===== src/rtl/fetch_sequencer.sv =====
// fetch_sequencer: machine-cycle controller for the 4-bit CPU core.
//   Runs the 8-state microcycle A1 A2 A3 M1 M2 X1 X2 X3 (cycle 0..7), drives
//   the PC nibbles onto the address bus and latches OPR/OPA from ROM. It also
//   issues pc_inc/pc_load/push/pop to the PC/stack unit for JUN, JMS, JCN,
//   ISZ and BBL, and tracks the second word of two-word instructions.
// Optional: define FETCH_SEQ_HALT_EN to add halt_req/halted.
// Ports:
//   clk, rst_n         clock, async active-low reset
//   stall              freeze counter/latches for this clock, mask pulses
//   rom_data[3:0]      ROM nibble (valid cycles 3 and 4)
//   cond_true          jump condition, sampled end of cycle 6 (JCN/ISZ word 1)
//   pc_low/mid/high    current PC nibbles
//   cycle[2:0], sync   microcycle index, sync marker
//   addr_out[3:0]      address bus nibble
//   opr, opa           first-word opcode fields
//   second_word        high during the second-word machine cycle
//   pc_inc, pc_load, jump_addr[11:0], push, pop   PC/stack controls
module fetch_sequencer #(
  parameter int SYNC_CYCLE = 7
) (
  input  logic        clk,
  input  logic        rst_n,
  input  logic        stall,
  input  logic [3:0]  rom_data,
  input  logic        cond_true,
  input  logic [3:0]  pc_low,
  input  logic [3:0]  pc_mid,
  input  logic [3:0]  pc_high,
`ifdef FETCH_SEQ_HALT_EN
  input  logic        halt_req,
  output logic        halted,
`endif
  output logic [2:0]  cycle,
  output logic        sync,
  output logic [3:0]  addr_out,
  output logic [3:0]  opr,
  output logic [3:0]  opa,
  output logic        second_word,
  output logic        pc_inc,
  output logic        pc_load,
  output logic [11:0] jump_addr,
  output logic        push,
  output logic        pop
);

  localparam logic [3:0] OP_JCN = 4'h1;
  localparam logic [3:0] OP_FIM = 4'h2;
  localparam logic [3:0] OP_JUN = 4'h4;
  localparam logic [3:0] OP_JMS = 4'h5;
  localparam logic [3:0] OP_ISZ = 4'h7;
  localparam logic [3:0] OP_BBL = 4'hC;
  localparam logic [2:0] SYNC_IDX = 3'(SYNC_CYCLE);

  logic [2:0] cycle_q, cycle_d;
  logic [3:0] opr_q, opr_d, opa_q, opa_d;
  logic [3:0] w2_hi_q, w2_hi_d, w2_lo_q, w2_lo_d;
  logic       sw_q, sw_d;
  logic       cond_q, cond_d;
  logic       halted_q;
  logic       is_two, is_cond_op, act;

  assign is_two = (opr_q == OP_JCN) || (opr_q == OP_FIM && !opa_q[0]) ||
                  (opr_q == OP_JUN) || (opr_q == OP_JMS) || (opr_q == OP_ISZ);
  assign is_cond_op = (opr_q == OP_JCN) || (opr_q == OP_ISZ);

`ifdef FETCH_SEQ_HALT_EN
  logic halted_d;
  always_ff @(posedge clk or negedge rst_n) begin
    if (!rst_n) halted_q <= 1'b0;
    else        halted_q <= halted_d;
  end
  assign halted = halted_q;
`else
  assign halted_q = 1'b0;
`endif

  always_comb begin
    cycle_d = cycle_q;
    opr_d   = opr_q;
    opa_d   = opa_q;
    w2_hi_d = w2_hi_q;
    w2_lo_d = w2_lo_q;
    sw_d    = sw_q;
    cond_d  = cond_q;
`ifdef FETCH_SEQ_HALT_EN
    halted_d = halted_q;
`endif
    if (!stall) begin
      if (halted_q) begin
`ifdef FETCH_SEQ_HALT_EN
        // Parked at cycle 7; resume straight into A1.
        if (!halt_req) begin
          halted_d = 1'b0;
          cycle_d  = 3'd0;
        end
`endif
      end else begin
        cycle_d = cycle_q + 3'd1;
        case (cycle_q)
          3'd3: if (sw_q) w2_hi_d = rom_data; else opr_d = rom_data;
          3'd4: if (sw_q) w2_lo_d = rom_data; else opa_d = rom_data;
          3'd6: if (!sw_q && is_cond_op) cond_d = cond_true;
          3'd7: begin
            sw_d = sw_q ? 1'b0 : is_two;
`ifdef FETCH_SEQ_HALT_EN
            // Never split a two-word instruction: skip halting after word 1.
            if (halt_req && !(!sw_q && is_two)) begin
              halted_d = 1'b1;
              cycle_d  = 3'd7;
            end
`endif
          end
          default: ;
        endcase
      end
    end
  end

  always_ff @(posedge clk or negedge rst_n) begin
    if (!rst_n) begin
      cycle_q <= 3'd0;
      opr_q   <= 4'h0;
      opa_q   <= 4'h0;
      w2_hi_q <= 4'h0;
      w2_lo_q <= 4'h0;
      sw_q    <= 1'b0;
      cond_q  <= 1'b0;
    end else begin
      cycle_q <= cycle_d;
      opr_q   <= opr_d;
      opa_q   <= opa_d;
      w2_hi_q <= w2_hi_d;
      w2_lo_q <= w2_lo_d;
      sw_q    <= sw_d;
      cond_q  <= cond_d;
    end
  end

  // Stall holds the counter at 7, so the action fires on the first
  // non-stalled clock of cycle 7 and the counter then leaves 7: one pulse.
  assign act = (cycle_q == 3'd7) && !stall && !halted_q;

  always_comb begin
    case (cycle_q)
      3'd0:    addr_out = pc_low;
      3'd1:    addr_out = pc_mid;
      3'd2:    addr_out = pc_high;
      default: addr_out = 4'h0;
    endcase
  end

  assign cycle       = cycle_q;
  assign sync        = (cycle_q == SYNC_IDX);
  assign opr         = opr_q;
  assign opa         = opa_q;
  assign second_word = sw_q;
  assign pc_inc      = (cycle_q == 3'd4) && !stall && !halted_q;
  assign pc_load     = act && sw_q && ((opr_q == OP_JUN) || (opr_q == OP_JMS) ||
                                       (is_cond_op && cond_q));
  assign push        = act && sw_q && (opr_q == OP_JMS);
  assign pop         = act && !sw_q && (opr_q == OP_BBL);
  // Conditional jumps stay within the current 256-word page.
  assign jump_addr   = is_cond_op ? {pc_high, w2_hi_q, w2_lo_q}
                                  : {opa_q, w2_hi_q, w2_lo_q};

endmodule


===== config.mk =====
export PLATFORM = sky130hd
export DESIGN_NAME = fetch_sequencer
export DESIGN_NICKNAME = d
export VERILOG_FILES = /design/src/rtl/fetch_sequencer.sv
export SDC_FILE = /design/constraint.sdc
export NUM_CORES = 1
export LEC_CHECK = 0
export ABC_AREA = 1
export BUFFER_PORTS_ARGS = -buffer_cell sky130_fd_sc_hd__buf_2
export CORE_MARGIN = 3
export CORE_UTILIZATION = 46
export DETAILED_ROUTE_END_ITERATION = 12
export PLACE_DENSITY = 0.85
export SETUP_SLACK_MARGIN = 0.3
export SYNTH_ARGS = -nofsm -noshare
export SYNTH_HDL_FRONTEND = slang
export SYNTH_SLANG_ARGS = --single-unit

===== constraint.sdc =====
create_clock -name clk -period 1.8 [get_ports clk]
set_clock_uncertainty 0.05 [all_clocks]
set_input_delay 0 -clock clk [delete_from_list [all_inputs] [get_ports clk]]
set_output_delay 0 -clock clk [all_outputs]
set_load 0.005 [all_outputs]

==> results by group <==
Status
  – Run status: finished, final reports clean

Placed design
  – Cells after DPL: 227
  – Placer congestion estimate: about 0.94
  – Port bufs: 52
  – Post-DP HPWL: 2340 um

Worst setup path
  – R2R cell count: 8
  – Worst Path Required: around 1800 ps
  – CP arrival: around 1500 ps
  – CP max stage cell: dfrtp_1
  – RR Endpoint: opa[2]
  – Critical Path Source Type: flop
  – Cell Chain, Critical Path: buf_4 -> inv_4 -> ha_4 -> nand2_1 -> nor2_1 -> buf_2
  – Critical path capture point type: primary output
  – Reg2Reg Launch Point: cycle[0]
  – R2R Setup Slk: 320 ps
  – WS Path Type: reg2out
  – Slowest Stage Delay on Critical Path: 430 ps
  – Crit Path Max Fanout: 5

Logic synthesis
  – Synth warn: 0
  – Main synth FF type: dfrtp_1
  – Yosys top cell area share: 45.4%
  – Sequential area share after synthesis: 45.4%
  – Synth area leader: dfrtp_1
  – Post-synth EDFFs: 0
  – Area contributors post-synth: dfrtp_1 (45%), nand2_1 (14%), nand3_1 (9.1%)
  – Syn Inst Count: ~150
  – Total nets after synthesis: between 150 and 200
  – Synthesized flop and latch total: 21
  – Post-Syn Area: ~1200 um^2
  – Avg Cell Area, Syn: about 7.8 um^2
  – Post-synth top cells: nand2_1 (42), dfrtp_1 (21), nand3_1 (21)
  – Yosys cell types: 19
  – Most frequent cell after synthesis: nand2_1
  – Async S/R FF share, synth: 100%

Die
  – Core area: ~2300 um^2
  – Die area: 3150 um^2
  – # IOs: 53
  – Die width: roughly 56 um
  – Starting density of the core: 50.4%
  – Vert. Die Dim: approximately 56 um
  – Std cell rows: 17

STA
  – Worst slew pin tran: approximately 450 ps
  – Max-slew headroom: a little over two thirds
  – Fin. max-slew vios: 0
  – Setup TNS: 0 ps
  – Final min period: approximately 1600 ps
  – F_max: 644 MHz
  – Final hold vios: 0
  – Final critical-path share of the clock period: 86.2%
  – Setup violations, final: 0
  – RSZ-0062 raised after global routing: yes

Clock network
  – CTS tree: done
  – TritonCTS Buffers: 3
  – Max clock buf depth: 2
  – Clk Latency, worst-skew pair: 300 ps
  – Clk slew on worst S/H paths: approximately 120 ps
  – Root Buffer: clkbuf_4
  – H-tree depth: 1
  – TritonCTS Sinks: 21

Min path
  – HP Class: in2async

Pwr
  – PwrDens: 1520 nW/um^2
  – Maximum VDD drop: about 0.95 mV
  – Leakage power: between 0.001 and 0.0015 uW

Layout
  – Diodes inserted: 0
  – Finished Layout Cells: approximately 260
  – Area of the multi-input gates: approximately 670 um^2
  – Storage cell area: about 530 um^2
  – Layout cells sized above 1: around 46%
  – Filler cell count: around 140
  – Area added between synthesis and finish: 56.9%
  – Final nets: between 200 and 300

Route
  – DRC Markers: 0
  – First drt pass iteration count: 5
  – Antenna Nets Post-Route: 0
  – DR iter-0 viols: 77
  – Drt total wl: between 3000 and 4000 um
  – DR vias: 1330
  – Via-to-Cell Ratio: roughly 5.2
  – Routed len/inst: about 14 um

Global route
  – Vias in the first global route: 1230
  – Total Routing Usage GR: 21.3%
  – First-pass GRT wire length: between 5000 and 6000 um
  – Largest net degree at the start of global routing: 22
  – GRT overflow: 0
  – Initial antenna violation count: 0

Flow run
  – Max-Cap Viols: 0
-- how the worst max path moves through the flow --
stage | slack [ps] | startpoint | to | cells after the start
6_report | 250 | cycle[0] | pc_inc | 6
5_1_grt | 150 | cycle[1] | pop | 7
4_1_cts | 250 | cycle[0] | addr_out[0] | 6
3_5_place_dp | 320 | cycle[0] | opa[2] | 7
3_3_place_gp | 460 | cycle[0] | opa[1] | 7
2_1_floorplan | 470 | cycle[2] | opr[1] | 6
-- critical path: cells and delay by family (launching register included) --
family,cells,cell delay (ps)
adders and majority gates,1,150
buffers and inverters,3,390
DFF,1,430
and+or+nand+nor,2,220
-- layout make-up --
type,instances,share of cell area [%]
clock buffers,3,1.24
multi-input cells,107,36.8
clock inverters,1,0.276
flip-flops and latches,21,29.0
well taps,28,1.93
inverters,18,4.00
repair buffers,78,26.7
-- placed cells by master, fill, tap and decap left out, drive strengths merged, types with 3 or more instances in the layout --
cell,instances
ha,6
inv,18
buf,71
nor2,9
nand2,47
nand3,21
dfrtp,21
dlygate4sd3,7
o21ai,19
clkbuf,3
-- flip-flops by register name, summed over array words and instances (netlist names) --
| name | count |
|---|---|
| cycle | 3 |
| opr | 4 |
| cond_q | 1 |
| second_word | 1 |
| opa | 4 |
| w2_lo_q | 4 |
| w2_hi_q | 4 |
-- layer usage --
metal | GRT usage (%) | part of all wire [%] | vias to the layer above
met3 | 4.18 | 6.6 | 10
met1 | 25.3 | 41 | 621
met4 | 9.49 | 1.9 | 0
met5 | 0 | 0 | -
met2 | 36.7 | 51 | 64
li1 | - | - | 635
-- timing repair --
action | in CTS | in global routing
resized for setup | 6 | 27
setup buffers | 10 | 8
pin swaps | 3 | 6
hold buffers | 7 | 0
setup endpoints to repair | 5 | 21
endpoints found under the hold margin | 38 | 0
-- where the power goes --
part           total [uW]  switching [uW]  internal, uW
logic                1670             850           816
clock network         227             144          82.8
registers             870             201           669
-- per-stage QoR --
| stage | cell area (um^2) | hold slack, ps | total power, uW | utilization [%] | setup WS, ps |
|---|---|---|---|---|---|
| 6_report | 1820 | 109 | 2760 | 79.0 | 248 |
| 5_1_grt | 1820 | 122 | 2990 | 79.0 | 150 |
| 4_1_cts | 1650 | 125 | 2390 | 71.6 | 252 |
| 3_5_place_dp | 1450 | -75.9 | 1980 | 63.1 | 322 |
| 3_3_place_gp | 1450 | -85.6 | 1930 | 63.1 | 459 |
| 2_1_floorplan | 1160 | -346 | 1490 | - | 472 |
-- logic make-up after synthesis --
family	after synthesis	synth area share, %
and+or+nand+nor	80	31.7
DFF	21	45.4
adders and majority gates	6	6.49
AOI/OAI and AO/OA	20	8.97
xor gates and xnor gates	1	0.757
buffers and inverters	20	6.70
(Power assumes the default switching activity.)
